**src/rtl/usb_rx_pkt_ctrl_if.sv**
```systemverilog
// Handshake and status bundle between the USB receive decoder, the
// packet controller and the downstream FIFO.
interface usb_rx_pkt_ctrl_if #(
    parameter int unsigned CNT_W = 7
);
    logic             d_edge;
    logic             eop;
    logic             shift_enable;
    logic             byte_received;
    logic [7:0]       rcv_data;
    logic             fifo_full;
    logic             rcving;
    logic             w_enable;
    logic             r_error;
    logic [1:0]       err_code;
    logic [CNT_W-1:0] byte_count;
    logic             pkt_done;

    // Decoder / FIFO side: supplies line events and bytes, observes status.
    modport master (
        output d_edge, eop, shift_enable, byte_received, rcv_data, fifo_full,
        input  rcving, w_enable, r_error, err_code, byte_count, pkt_done
    );

    // Controller side.
    modport slave (
        input  d_edge, eop, shift_enable, byte_received, rcv_data, fifo_full,
        output rcving, w_enable, r_error, err_code, byte_count, pkt_done
    );
endinterface

```
**src/rtl/usb_rx_pkt_ctrl.sv**
```systemverilog
// USB receive packet controller: checks the sync byte, writes data bytes
// to the FIFO, tracks packet length and latches the first receive error.
module usb_rx_pkt_ctrl #(
    parameter logic [7:0]  SYNC_BYTE = 8'h7F,
    parameter int unsigned MAX_BYTES = 64,
    parameter int unsigned CNT_W     = 7
) (
    input logic              clk,
    input logic              n_rst,
    usb_rx_pkt_ctrl_if.slave bus
);
    localparam logic [CNT_W-1:0] MAX_CNT = CNT_W'(MAX_BYTES);

    typedef enum logic [3:0] {
        IDLE       = 4'd0,
        SYNC_WAIT  = 4'd1,
        SYNC_CHECK = 4'd2,
        DATA       = 4'd3,
        WRITE      = 4'd4,
        EOB        = 4'd5,
        END_WAIT   = 4'd6,
        ERR_DRAIN  = 4'd7,
        ERR_IDLE   = 4'd8
    } state_t;

    state_t           state, next_state;
    logic [CNT_W-1:0] count_q, next_count;
    logic [1:0]       code_q, next_code;
    logic             armed_q, next_armed;

    // State, byte count, error code and idle-return arm flag registers.
    always_ff @(posedge clk or negedge n_rst) begin
        if (!n_rst) begin
            state   <= IDLE;
            count_q <= '0;
            code_q  <= '0;
            armed_q <= 1'b0;
        end else begin
            state   <= next_state;
            count_q <= next_count;
            code_q  <= next_code;
            armed_q <= next_armed;
        end
    end

    // Next-state, next register values and combinational outputs.
    always_comb begin
        next_state       = state;
        next_count       = count_q;
        next_code        = code_q;
        next_armed       = 1'b0;
        bus.rcving       = 1'b0;
        bus.w_enable     = 1'b0;
        bus.r_error      = 1'b0;
        bus.pkt_done     = 1'b0;
        unique case (state)
            IDLE: begin
                if (bus.d_edge) begin
                    next_state = SYNC_WAIT;
                    next_count = '0;
                end
            end
            SYNC_WAIT: begin
                bus.rcving = 1'b1;
                if (bus.byte_received) next_state = SYNC_CHECK;
            end
            SYNC_CHECK: begin
                bus.rcving = 1'b1;
                if (bus.rcv_data == SYNC_BYTE) begin
                    next_state = DATA;
                end else begin
                    next_state = ERR_DRAIN;
                    next_code  = 2'b01;
                end
            end
            DATA: begin
                bus.rcving = 1'b1;
                if (bus.eop && bus.shift_enable) begin
                    next_state = ERR_DRAIN;
                    next_code  = 2'b10;
                end else if (bus.byte_received && (count_q == MAX_CNT || bus.fifo_full)) begin
                    next_state = ERR_DRAIN;
                    next_code  = 2'b11;
                end else if (bus.byte_received) begin
                    next_state = WRITE;
                end
            end
            WRITE: begin
                bus.rcving   = 1'b1;
                bus.w_enable = 1'b1;
                if (count_q != MAX_CNT) next_count = count_q + CNT_W'(1);
                next_state = EOB;
            end
            EOB: begin
                bus.rcving = 1'b1;
                if (bus.shift_enable) begin
                    if (bus.eop) begin
                        next_state   = END_WAIT;
                        bus.pkt_done = 1'b1;
                    end else begin
                        next_state = DATA;
                    end
                end
            end
            END_WAIT: begin
                if (bus.d_edge) next_state = IDLE;
            end
            ERR_DRAIN: begin
                bus.rcving  = 1'b1;
                bus.r_error = 1'b1;
                if (bus.eop && bus.shift_enable) next_state = ERR_IDLE;
            end
            ERR_IDLE: begin
                bus.r_error = 1'b1;
                next_armed  = armed_q;
                // First edge is the bus going idle; the second starts a new packet.
                if (bus.d_edge) begin
                    if (armed_q) begin
                        next_state = SYNC_WAIT;
                        next_code  = '0;
                        next_count = '0;
                        next_armed = 1'b0;
                    end else begin
                        next_armed = 1'b1;
                    end
                end
            end
            default: begin
                next_state = IDLE;
                next_count = '0;
                next_code  = '0;
            end
        endcase
    end

    assign bus.byte_count = count_q;
    assign bus.err_code   = code_q;
endmodule

```
**src/flat_wrapper.sv**
```systemverilog
// flat-port wrapper written by rule: the top's interface ports become plain ports
module usb_rx_pkt_ctrl_flat 
#(
    parameter logic [7:0]  SYNC_BYTE = 8'h7F,
    parameter int unsigned MAX_BYTES = 64,
    parameter int unsigned CNT_W     = 7
)
  (clk, n_rst, bus_d_edge, bus_eop, bus_shift_enable, bus_byte_received, bus_rcv_data, bus_fifo_full, bus_rcving, bus_w_enable, bus_r_error, bus_err_code, bus_byte_count, bus_pkt_done);
  usb_rx_pkt_ctrl_if #(.CNT_W(CNT_W)) bus_i ();
  input logic clk;
  input logic n_rst;
  input wire logic [$bits(bus_i.d_edge)-1:0] bus_d_edge;
  input wire logic [$bits(bus_i.eop)-1:0] bus_eop;
  input wire logic [$bits(bus_i.shift_enable)-1:0] bus_shift_enable;
  input wire logic [$bits(bus_i.byte_received)-1:0] bus_byte_received;
  input wire logic [$bits(bus_i.rcv_data)-1:0] bus_rcv_data;
  input wire logic [$bits(bus_i.fifo_full)-1:0] bus_fifo_full;
  output wire logic [$bits(bus_i.rcving)-1:0] bus_rcving;
  output wire logic [$bits(bus_i.w_enable)-1:0] bus_w_enable;
  output wire logic [$bits(bus_i.r_error)-1:0] bus_r_error;
  output wire logic [$bits(bus_i.err_code)-1:0] bus_err_code;
  output wire logic [$bits(bus_i.byte_count)-1:0] bus_byte_count;
  output wire logic [$bits(bus_i.pkt_done)-1:0] bus_pkt_done;
  assign bus_i.d_edge = bus_d_edge;
  assign bus_i.eop = bus_eop;
  assign bus_i.shift_enable = bus_shift_enable;
  assign bus_i.byte_received = bus_byte_received;
  assign bus_i.rcv_data = bus_rcv_data;
  assign bus_i.fifo_full = bus_fifo_full;
  assign bus_rcving = bus_i.rcving;
  assign bus_w_enable = bus_i.w_enable;
  assign bus_r_error = bus_i.r_error;
  assign bus_err_code = bus_i.err_code;
  assign bus_byte_count = bus_i.byte_count;
  assign bus_pkt_done = bus_i.pkt_done;
  usb_rx_pkt_ctrl #(.SYNC_BYTE(SYNC_BYTE), .MAX_BYTES(MAX_BYTES), .CNT_W(CNT_W)) u_core (.clk(clk), .n_rst(n_rst), .bus(bus_i));
endmodule
```
**config.mk**
```make
export PLATFORM = sky130hd
export DESIGN_NAME = usb_rx_pkt_ctrl_flat
export DESIGN_NICKNAME = d
export VERILOG_FILES = /design/src/rtl/usb_rx_pkt_ctrl_if.sv /design/src/rtl/usb_rx_pkt_ctrl.sv /design/src/flat_wrapper.sv
export SDC_FILE = /design/constraint.sdc
export NUM_CORES = 1
export LEC_CHECK = 0
export CORE_MARGIN = 2
export CORE_UTILIZATION = 61
export CTS_CLUSTER_DIAMETER = 120
export CTS_CLUSTER_SIZE = 8
export DETAILED_ROUTE_END_ITERATION = 16
export DONT_BUFFER_PORTS = 1
export PLACE_DENSITY_LB_ADDON = 0.05
export SLEW_MARGIN = 25
export SYNTH_ARGS = -nofsm -noshare
export SYNTH_HDL_FRONTEND = slang
export SYNTH_SLANG_ARGS = --single-unit
```
**constraint.sdc**
```tcl
create_clock -name clk -period 2.7 [get_ports clk]
set_input_delay 0.27 -clock clk [delete_from_list [all_inputs] [get_ports clk]]
set_output_delay 0.27 -clock clk [all_outputs]
set_load 0.02 [all_outputs]
```
==> Word-level counts from Yosys, hierarchy flattened <==
Index checks and enable logic that the tools add are counted.
{ "totals": {"ff_bits": 14, "inputBits": 15, "out_inout_bits": 13, "wordCells": 73} }
{ "classes": {"add_sub_neg": 1, "n_eq_ne": 22, "n_mux": 33, "bitwise": 2, "n_reduce_logical": 11} }
{ "op_table": {"columns": ["op", "count"], "rows": [
  ["2-to-1 mux 4 bit", 10],
  ["one-hot mux 4 bit (9 select lines)", 1],
  ["2-to-1 mux 7 bit", 4],
  ["one-hot mux 7 bit (4 select lines)", 1],
  ["OR reduction 6 bit", 3],
  ["equality test 4 x 3 -> 1 bit (second input constant)", 4],
  ["!= test 2 bit (second input constant)", 6],
  ["2-to-1 mux 2 bit", 5],
  ["AND reduction 5 bit", 2],
  ["2-to-1 mux 1 bit", 9],
  ["equality test 4 x 2 -> 1 bit (second input constant)", 2],
  ["equality test 8 x 7 -> 1 bit (second input constant)", 1],
  ["one-hot mux 2 bit (4 select lines)", 1],
  ["AND reduction 8 bit", 1],
  ["adder 7 x 1 -> 7 bit (second input constant)", 1],
  ["equality test 7 bit (second input constant)", 1],
  ["!= test 7 bit (second input constant)", 1],
  ["2-to-1 mux 3 bit", 2],
  ["!= test 2 x 1 -> 1 bit (second input constant)", 3],
  ["equality test 4 x 1 -> 1 bit (second input constant)", 1],
  ["equality test 4 bit (second input constant)", 1],
  ["zero test 4 bit", 1],
  ["!= test 4 x 2 -> 1 bit (second input constant)", 1],
  ["!= test 3 x 1 -> 1 bit (second input constant)", 1],
  ["other kinds (4)", 6]
]} }

==> Longest topological paths before layout <==
Gate-level depths: netlist of the first run.
{ "depth": {"depth_word": 6, "mapped_depth": 7, "depth_no_buf": 6} }

==> Worst setup path after synthesis of the first run <==
OpenSTA, ideal clock, no wires.
{ "synth_path": {"path_kind": "reg-to-reg", "start": "reg u_core.count_q[0] (netlist: u_core.bus.byte_count[0])", "end": "reg u_core.code_q[0] (netlist: u_core.bus.err_code[0])", "setup_ns": 0.120, "arrival_ns": 1.549, "required_time_ns": 2.580, "slack_ns": 1.031, "stages_incl_launch_ff": 7, "n_path_buf": 0, "period_less_slack_ns": 1.669, "path_cell_list": "dfrtp_1 inv_1 ha_1 nand4bb_1 o31ai_1 a2111o_1 o211a_1"} }
{ "synth_between": {"elab_chain_len": 5} }
{ "synth_rtl": {"columns": ["item", "line_no", "source"], "rows": [
  ["start, declared", "usb_rx_pkt_ctrl.sv:27", "logic [CNT_W-1:0] count_q, next_count;"],
  ["start signal, assigned", "usb_rx_pkt_ctrl.sv:40", "count_q <= next_count;"],
  ["equality test 7 bit", "usb_rx_pkt_ctrl.sv:81", "end else if (bus.byte_received && (count_q == MAX_CNT || bus.fifo_full)) begin"],
  ["logical OR 1 bit", "usb_rx_pkt_ctrl.sv:81", null],
  ["logical AND 1 bit", "usb_rx_pkt_ctrl.sv:81", null],
  ["!= test 3 x 1 -> 1 bit (no source line)", null, null],
  ["AND reduction 5 bit (no source line)", null, null],
  ["end signal, assigned", "usb_rx_pkt_ctrl.sv:41", "code_q <= next_code;"],
  ["end, declared", "usb_rx_pkt_ctrl.sv:28", "logic [1:0] code_q, next_code;"]
]} }
No other way between the ends.
A chain may end at the register's enable or synchronous reset.

==> Worst setup path in the final report of the first run <==
{ "layout_path": {"start": "reg u_core.state[2]", "end": "out bus_pkt_done"} }
{ "layout_between": {"elab_chain_len": 2} }
{ "layout_rtl": {"columns": ["item", "line_no", "source"], "rows": [
  ["start, declared", "usb_rx_pkt_ctrl.sv:26", "state_t state, next_state;"],
  ["start signal, assigned", "usb_rx_pkt_ctrl.sv:39", "state <= next_state;"],
  ["equality test 4 x 3 -> 1 bit", "usb_rx_pkt_ctrl.sv:56", "unique case (state)"],
  ["2-to-1 mux 1 bit", "usb_rx_pkt_ctrl.sv:56", null],
  ["end, declared", "flat_wrapper.sv:23", "output wire logic [$bits(bus_i.pkt_done)-1:0] bus_pkt_done;"]
]} }
No other way between the ends.

==> results.md, run 1 <==
* CP delay by family, top: simple AND/OR/NAND/NOR gates
* Mapped cell area at 1042 um2
* Crit path capture: bus_pkt_done
* CP endpoint kind: output pin
* Sw frac at 47.37%
* Slew Viols, Final at 0
* Post-DP HPWL at 1736 um
* Maximum clock path buffer count at 2
* P&R area growth vs syn at 1.681%
* Share of layout cells above drive strength 1 at just under 7%
* Cell count after placement at 130
* Status: finished, final reports clean
* Die area at 2055 um2
* Post-synthesis simple-gate area fraction at between 30% and 40%
* FF+latch count, synth at 14
* Crit-path max FO at 10
* CTS Sinks at 14
* Slowest library cell on the worst path: nor3_1
* Setup crit start kind: flip-flop
* Largest net degree at the start of global routing at 16
* Internal at between 0.4 and 0.5 mW
* Fill cell count at roughly 140
* Placer Congestion at 0.8480
* Slowest Stage Delay on Critical Path at 0.55 ns
* Setup violators final at 0
* Area occupied by multi-input gates at 630.6 um2
* Area share of fa/ha/maj cells after synthesis at 3.361%
* Mapped Nets at 137
* Hold Crit Class: primary input to flip-flop
* Largest family of logic cells by synthesized area: simple AND/OR/NAND/NOR gates
* Compound-Gate Fraction of Synth Area at 23.77%
* Port Buffers at 0
* Minimum clock period at 2.019 ns
* WL final at 2388 um
* R2r endpoint: u_core.state[0]$_DFFE_PN0P_
* Clk Latency, worst-skew pair at 0.29 ns
* TNS Setup at 0 ns
* Core Area at 1559 um2
* Post-DR wirelength/cell at 17.82 um
* Post-synth EDFFs at 0
* Clk slew on worst S/H paths at 0.09 ns
* Leakage at 0.5047 nW
* Worst Setup Path Type: flip-flop to output pin
* Rows at 14
* Distinct cell type count after synthesis at 45
* CTS tree: done
* Register area at 350.3 um2
* Worst rel slew slack at ~56%
* R2R cell count at 6
* Net Sw Power at approximately 0.43 mW
* Number of global-route vias before repair at 900
* Fmax at 0.4952 GHz
* Period utilization at 74.80%
* IO Count at 28
* # nets final at 137
* VDD IR max at around 460 uV
* Avg Cell Area, Syn at approximately 8.7 um2
* Die extent in x at 45.34 um
* Initial detailed-routing violation count at 23
* Worst reg2reg path startpoint: u_core.bus.byte_count[0]$_DFFE_PN0P_
* Ant. Diodes at 0
* WP buf/inv at 0
* TritonRoute pass-1 iters at 4
* Clock power share at 13.8%
* TritonCTS Buffers at 3
* Comb pwr share at 44.6%
* Overall Global Routing Usage at a little over a quarter
* Final-report hold violation count at 0
* CTS Root Cell: clkbuf_4
* Leading register cell type out of synthesis: dfrtp_1
* Crit path from: u_core.state[2]$_DFFE_PN0P_
* GRT overflow at 0
* Synth Area in XOR/XNOR at 0.8403%
* Reg2reg setup slack at just over 0.8 ns
* Die Y at 45.34 um
* CP Depth at 3
* Via Count at slightly above 900
* Pwr/cell area at about 850 nW/um2
* RSZ-0062 raised after global routing: false
* Multiplexer share of the synthesized area at 0.9604%
* Post-Syn Instances at 120
* Power share of the sequential group at between 40% and 50%
* Ys async rst share at 100.0%
* Residual DRC at 0
* First-pass GRT wire length at 4071 um
* Clock skew at between 0.0015 and 0.002 ns
* Final cell count without fillers at 134
* Vias per cell at roughly 7.0
* Starting density of the core at 66.85%
* Worst Max-Slew Pin Slew at around 0.67 ns
* Antenna-violating nets left at 0
* Worst Path Required at roughly 2.4 ns
* H-tree lvl count at 1
* YS warnings at 0
* Critical Path, Cell by Cell: nor2b_4, nand2_1, nor3_1
* Arr. time, crit path at 1.75 ns
* Initial antenna violation count at 0
* # Max-Cap Violations at 0
* Sequential share of the synthesized area at 33.61%
## Yosys cell counts (2+ instances only)
cell type	instances	area share, %
a211o_1	4	3.4
o21ai_0	4	1.9
inv_1	6	2.2
o21ai_1	3	1.4
a21o_1	2	1.4
nand2_1	11	4.0
buf_2	4	1.9
o221ai_1	2	1.7
nor4bb_1	2	1.9
a2111o_1	2	2.2
dfrtp_1	14	34
a211oi_1	2	1.4
nor2_1	6	2.2
nand3_1	5	2.4
nor3b_1	4	2.9
nor2b_1	5	3.0
and3_1	4	2.4
ha_1	2	2.4
nor3_1	7	3.4
nand4_1	2	1.2
a21oi_1	3	1.4
o31ai_1	3	2.2
## per-layer routing
| metal | vias to the layer above | routed length [um] | part of all wire [%] | GRT usage [%] |
|---|---|---|---|---|
| met5 | - | 0 | 0 | 0 |
| met4 | 0 | 33 | 1.4 | 10.59 |
| met3 | 5 | 171 | 7.2 | 7.200 |
| met2 | 42 | 1083 | 45 | 41.43 |
| met1 | 437 | 1101 | 46 | 36.12 |
| li1 | 449 | - | - | - |
## registers in the layout (all words and copies together), names as in the netlist
| register | cells |
|---|---|
| u_core.armed_q | 1 |
| u_core.bus.err_code | 2 |
| u_core.state | 4 |
| u_core.bus.byte_count | 7 |
## logic make-up after synthesis
group | Yosys count
buffers and inverters | 13
and+or+nand+nor | 56
xor gates and xnor gates | 1
adders and majority gates | 3
muxes | 1
AOI/OAI and AO/OA | 32
DFF | 14
## area by class of cell
type | instances | area share, %
flip-flops and latches | 14 | 33.06
multi-input cells | 93 | 59.50
well taps | 16 | 1.889
inverters | 7 | 2.479
clock buffers | 3 | 2.125
repair buffers | 1 | 0.9445
## timing repair
action                    CTS  global route
resized for setup           0             0
hold buffers                1             0
buffers inserted            0             0
hold endpoints to repair   14             0
## worst min path at each step
stage                                                end  depth (start not counted)       start
finish                        u_core.armed_q$_DFFE_PN0P_                          2  bus_d_edge
global placement    u_core.bus.byte_count[6]$_DFFE_PN0P_                          0       n_rst
floorplan                     u_core.armed_q$_DFFE_PN0P_                          0       n_rst
detailed placement  u_core.bus.byte_count[5]$_DFFE_PN0P_                          0       n_rst
CTS                           u_core.armed_q$_DFFE_PN0P_                          2  bus_d_edge
global route                  u_core.armed_q$_DFFE_PN0P_                          2  bus_d_edge
## through the flow
stage	power [mW]	worst slack (ns)	util, %	cell area, um2	hold slack, ns
after floorplan	0.6938	1.031	-	1042	-0.02559
after global placement	0.7565	0.8830	65.89	1027	-0.02533
after detailed placement	0.7694	0.8257	65.89	1027	-0.02531
after CTS	0.8962	0.6881	67.98	1060	0.1480
after global routing	0.9693	0.5833	67.98	1060	0.1557
final	0.9033	0.6805	67.98	1060	0.1445
## worst register-to-register path, stage by stage (launching register included)
cell       delay, ns
dfrtp_1         0.50
inv_1           0.10
ha_1            0.14
nand4bb_1       0.18
o31ai_1         0.51
a21oi_1         0.14
o221ai_1        0.22
## power groups by stage
stage	clock [mW]	sequential (mW)	combinational (mW)
6_report	0.124	0.376	0.403
5_1_grt	0.130	0.391	0.448
4_1_cts	0.122	0.373	0.401
2_1_floorplan	0	0.310	0.384
3_5_place_dp	0	0.378	0.391
3_3_place_gp	0	0.372	0.384
## layout by cell type, fill, tap and decap left out, types with 3 or more instances in the layout
master and count:
a211o_1 4, o21ai_0 4, nor3b_1 4, nor2_1 6
and3_1 4, o21ai_1 3, nor2b_1 5, nand2_1 11
o31ai_1 3, a21oi_1 3, clkbuf_4 3, nor3_1 7
inv_1 6, nand3_1 5, dfrtp_1 14
No activity file was read; power rests on OpenSTA's default activity.
==> inputs of run 2 (changes only) <==
==> constraint.sdc (replaced) <==
create_clock -name clk -period 1.9 [get_ports clk]
set_input_delay 0.19 -clock clk [delete_from_list [all_inputs] [get_ports clk]]
set_output_delay 0.19 -clock clk [all_outputs]
set_load 0.02 [all_outputs]
==> results.md, run 2 (synthesized netlist as in run 1, its figures left out) <==
* Die area at slightly above 2000 um2
* Setup crit start kind: flip-flop
* Ant. Diodes at 0
* Leakage at 0.5597 nW
* Worst Setup Path Type: flip-flop to output pin
* Placer Congestion at 0.8259
* Largest net degree at the start of global routing at 16
* Initial detailed-routing violation count at 30
* Clk Latency, worst-skew pair at 0.29 ns
* VDD IR max at 799.7 uV
* Minimum clock period at 1.777 ns
* Post-DP HPWL at 1744 um
* Rows at 14
* Vias per cell at 6.563
* Initial antenna violation count at 0
* Overall Global Routing Usage at a little over a quarter
* P&R area growth vs syn at 10.56%
* Pwr/cell area at 1166 nW/um2
* Worst rel slew slack at 58.98%
* CTS tree: done
* Post-DR wirelength/cell at 16.14 um
* Setup WS post-layout at 0.1231 ns
* Setup violators final at 0
* Clock skew at 0.005172 ns
* Number of global-route vias before repair at 901
* TNS Setup at 0 ns
* Total power at ~1.3 mW
* Crit-path max FO at 15
* Status: finished, final reports clean
* CP endpoint kind: output pin
* Maximum clock path buffer count at 2
* Share of layout cells above drive strength 1 at 15.63%
* CTS Root Cell: clkbuf_4
* WL final at 2324 um
* Post-CTS Setup Inserts at 0
* Die Y at 45.34 um
* Clk slew on worst S/H paths at 0.09 ns
* Via Count at about 950
* Worst Max-Slew Pin Slew at 0.6133 ns
* Antenna-violating nets left at 0
* IO Count at 28
* RSZ-0062 raised after global routing: false
* Fill cell count at around 120
* Port Buffers at 0
* Final-report hold violation count at 0
* Die extent in x at 45.34 um
* Max reg flops at 7
* Fmax at 0.5628 GHz
* CTS Sinks at 14
* First-pass GRT wire length at 4029 um
* Most common cell after layout, fill and taps aside: dfrtp_1
* Starting density of the core at between 60% and 70%
* Place WS at 0.1575 ns
* # nets final at 146
* Residual DRC at 0
* # Max-Cap Violations at 0
* Hold Crit Class: primary input to flip-flop
* GRT overflow at 0
* Slew Viols, Final at 0
* Reg2reg setup slack at roughly 0.13 ns
* Worst Path Required at 1.71 ns
* Most frequent cells in the layout: dfrtp_1, nand2_1, buf_4
* Arr. time, crit path at 1.59 ns
* H-tree lvl count at 1
* TritonRoute pass-1 iters at 4
* Period utilization at 93.52%
* Core Area at 1559 um2
* TritonCTS Buffers at 3
-- run 2: cell type report --
class	count	area [um2]	share of cell area (%)
multi-input combinational	93	641.9	55.70
sequential	14	350.3	30.40
timing repair buffer	10	77.57	6.732
clock buffer	4	36.28	3.149
inverter	7	26.28	2.280
tap	16	20.02	1.737
-- run 2: power breakdown --
part	internal (mW)	switching [mW]
clock network	0.117	0.0989
logic	0.271	0.347
registers	0.356	0.155
total	0.743	0.601
-- run 2: critical path: stages, from the launching register on --
cell     delay, ns
dfrtp_1       0.54
nor2b_1       0.34
nor3_1        0.09
nor2_1        0.32
-- run 2: worst paths after layout --
check,depth (start not counted),startpoint,end
setup reg to reg,4,u_core.state[3]$_DFFE_PN0P_,u_core.state[3]$_DFFE_PN0P_
max in group asynchronous,1,n_rst,u_core.state[0]$_DFFE_PN0P_
setup / recovery,3,u_core.state[1]$_DFFE_PN0P_,bus_rcving
hold / removal,2,bus_d_edge,u_core.armed_q$_DFFE_PN0P_
min in group asynchronous,1,n_rst,u_core.bus.byte_count[6]$_DFFE_PN0P_
hold reg to reg,2,u_core.bus.byte_count[1]$_DFFE_PN0P_,u_core.bus.byte_count[1]$_DFFE_PN0P_
-- run 2: metal layers --
metal | wire, um | share of wire, % | track usage (%) | up-vias
met2 | 1092 | 47 | 39.14 | 39
met1 | 1044 | 45 | 39.15 | 434
met4 | 21 | 0.90 | 10.59 | 0
met5 | 0 | 0 | 0 | -
li1 | - | - | - | 468
met3 | 166 | 7.1 | 7.200 | 4
-- run 2: repair_timing --
action	CTS	global route
setup endpoints to repair	0	3
hold buffers	1	0
resized for setup	0	2
hold endpoints to repair	14	0
-- run 2: metrics by stage --
step / util [%] / cell area [um2] / hold WS [ns] / instances
2_1_floorplan: - / 1042 / -0.1056 / 120
3_3_place_gp: 70.22 / 1095 / -0.1053 / 139
3_5_place_dp: 70.22 / 1095 / -0.1053 / 139
4_1_cts: 73.19 / 1141 / 0.07169 / 144
5_1_grt: 73.92 / 1152 / 0.06854 / 144
6_report: 73.92 / 1152 / 0.07491 / 144
==> inputs of run 3 (changes only) <==
--- a/config.mk
+++ b/config.mk
@@ -5,7 +5,6 @@
 export SDC_FILE = /design/constraint.sdc
 export NUM_CORES = 1
 export LEC_CHECK = 0
-export CORE_MARGIN = 2
 export CORE_UTILIZATION = 61
 export CTS_CLUSTER_DIAMETER = 120
 export CTS_CLUSTER_SIZE = 8
==> results.md, run 3 (synthesized netlist as in run 1, its figures left out) <==
* Status: complete, but fails checks
* Failing checks: DRC
* Clock power share at 12.9%
* Most used routing layer: met1
* H-tree lvl count at 1
* Die extent in x at around 43 um
* Die Y at 43.34 um
* Initial antenna violation count at 0
* Largest net degree at the start of global routing at 16
* Core Area at 1559 um2
* Post-CTS Setup Inserts at 0
* PostCTS Resize Cnt at 0
* Setup WS post-layout at 0.1210 ns
* Hold buffer count at CTS at 1
* Port Buffers at 0
* Comb pwr share at 47.2%
* TNS Setup at 0 ns
* Worst rel slew slack at 57.08%
* WL final at between 2000 and 2500 um
* Slew Viols, Final at 0
* CTS Root Cell: clkbuf_4
* First-pass GRT wire length at 3939 um
* Most common cell after layout, fill and taps aside: dfrtp_1
* P&R area growth vs syn at 8.163%
* CP endpoint kind: output pin
* Rows at 14
* Final cell count without fillers at 143
* Period utilization at 93.63%
* Die area at 1878 um2
* Clock skew at 0.005047 ns
* Hold Crit Class: primary input to flip-flop
* # nets final at ~150
* Setup violators final at 0
* Overall Global Routing Usage at 27.60%
* CTS tree: done
* Internal at around 0.70 mW
* Leakage at 0.5518 nW
* Worst Setup Path Type: flip-flop to output pin
* Clk Latency, worst-skew pair at ~0.28 ns
* CTS Sinks at 14
* IO Count at 28
* # Max-Cap Violations at 0
* Post-DR wirelength/cell at between 15 and 20 um
* Starting density of the core at 66.85%
* VDD IR max at roughly 700 uV
* Final-report hold violation count at 0
* Max reg flops at 7
* Place WS at ~0.16 ns
* Post-DP HPWL at ~1700 um
* Clk slew on worst S/H paths at 0.08 ns
* Net Sw Power at between 0.5 and 0.6 mW
* Share of layout cells above drive strength 1 at 13.39%
* Sw frac at 46.05%
* Setup crit start kind: flip-flop
* Residual DRC at 2
* RSZ-0062 raised after global routing: false
* Routing usage on met2 at 41.21%
* Crit-path max FO at 15
* Number of global-route vias before repair at 896
* Minimum clock period at 1.779 ns
* Worst Path Required at 1.71 ns
* Global Route met3 Usage at about 4.2%
* Ant. Diodes at 0
* Final core utilization at between 70% and 80%
* Worst Max-Slew Pin Slew at 0.6417 ns
* Via Count at 956
* Met1 GRT Util at 41.73%
* Most frequent cells in the layout: dfrtp_1, nand2_1, buf_4
* Fill cell count at 123
* Maximum clock path buffer count at 2
* Power share of the sequential group at 39.9%
* Arr. time, crit path at 1.59 ns
* Initial detailed-routing violation count at 28
* Fmax at 0.5621 GHz
* GRT overflow at 0
* Antenna-violating nets left at 0
* Placer Congestion at 0.8974
* Vias per cell at 6.685
* Cell count after placement at 139
* TritonRoute pass-1 iters at 10
* Pwr/cell area at 1148 nW/um2
* TritonCTS Buffers at 3
run 3: cell type report:
class | count | area [um2] | share of cell area, %
clock buffer | 3 | 22.52 | 1.998
sequential | 14 | 350.3 | 31.08
timing repair buffer | 10 | 77.57 | 6.881
multi-input combinational | 93 | 630.6 | 55.94
inverter | 7 | 26.28 | 2.331
tap | 16 | 20.02 | 1.776
run 3: path summary, 6_finish.rpt:
check | start | end | slack, ns | cells past startpoint
setup reg to reg | u_core.state[3]$_DFFE_PN0P_ | u_core.state[3]$_DFFE_PN0P_ | 0.16 | 4
max in group asynchronous | n_rst | u_core.state[3]$_DFFE_PN0P_ | 1.12 | 1
setup / recovery | u_core.state[1]$_DFFE_PN0P_ | bus_rcving | 0.12 | 3
hold / removal | bus_d_edge | u_core.armed_q$_DFFE_PN0P_ | 0.06 | 2
hold reg to reg | u_core.bus.byte_count[1]$_DFFE_PN0P_ | u_core.bus.byte_count[1]$_DFFE_PN0P_ | 0.57 | 2
min in group asynchronous | n_rst | u_core.state[2]$_DFFE_PN0P_ | 0.37 | 1
run 3: per-layer routing:
| metal | routed length (um) | part of all wire [%] |
|---|---|---|
| met5 | 0 | 0 |
| met4 | 21 | 0.93 |
| met3 | 104 | 4.6 |
| met1 | 1116 | 50 |
| met2 | 1008 | 45 |
run 3: critical path: stages, from the launching register on:
cell	delay, ns
dfrtp_1	0.56
nor2b_1	0.33
nor3_1	0.09
nor2_1	0.32
run 3: metrics by stage:
stage	cell area, um2	hold slack, ns	power, mW
after floorplan	1042	-0.1056	0.9859
after global placement	1095	-0.1053	1.107
after detailed placement	1095	-0.1053	1.115
after CTS	1127	0.06929	1.290
after global routing	1127	0.07422	1.389
final	1127	0.06373	1.295
run 3: power by group through the flow:
stage,sequential (mW),combinational (mW),clock (mW)
2_1_floorplan,0.440,0.546,0
3_3_place_gp,0.512,0.596,0
3_5_place_dp,0.517,0.598,0
4_1_cts,0.512,0.608,0.169
5_1_grt,0.529,0.681,0.180
6_report,0.516,0.611,0.167
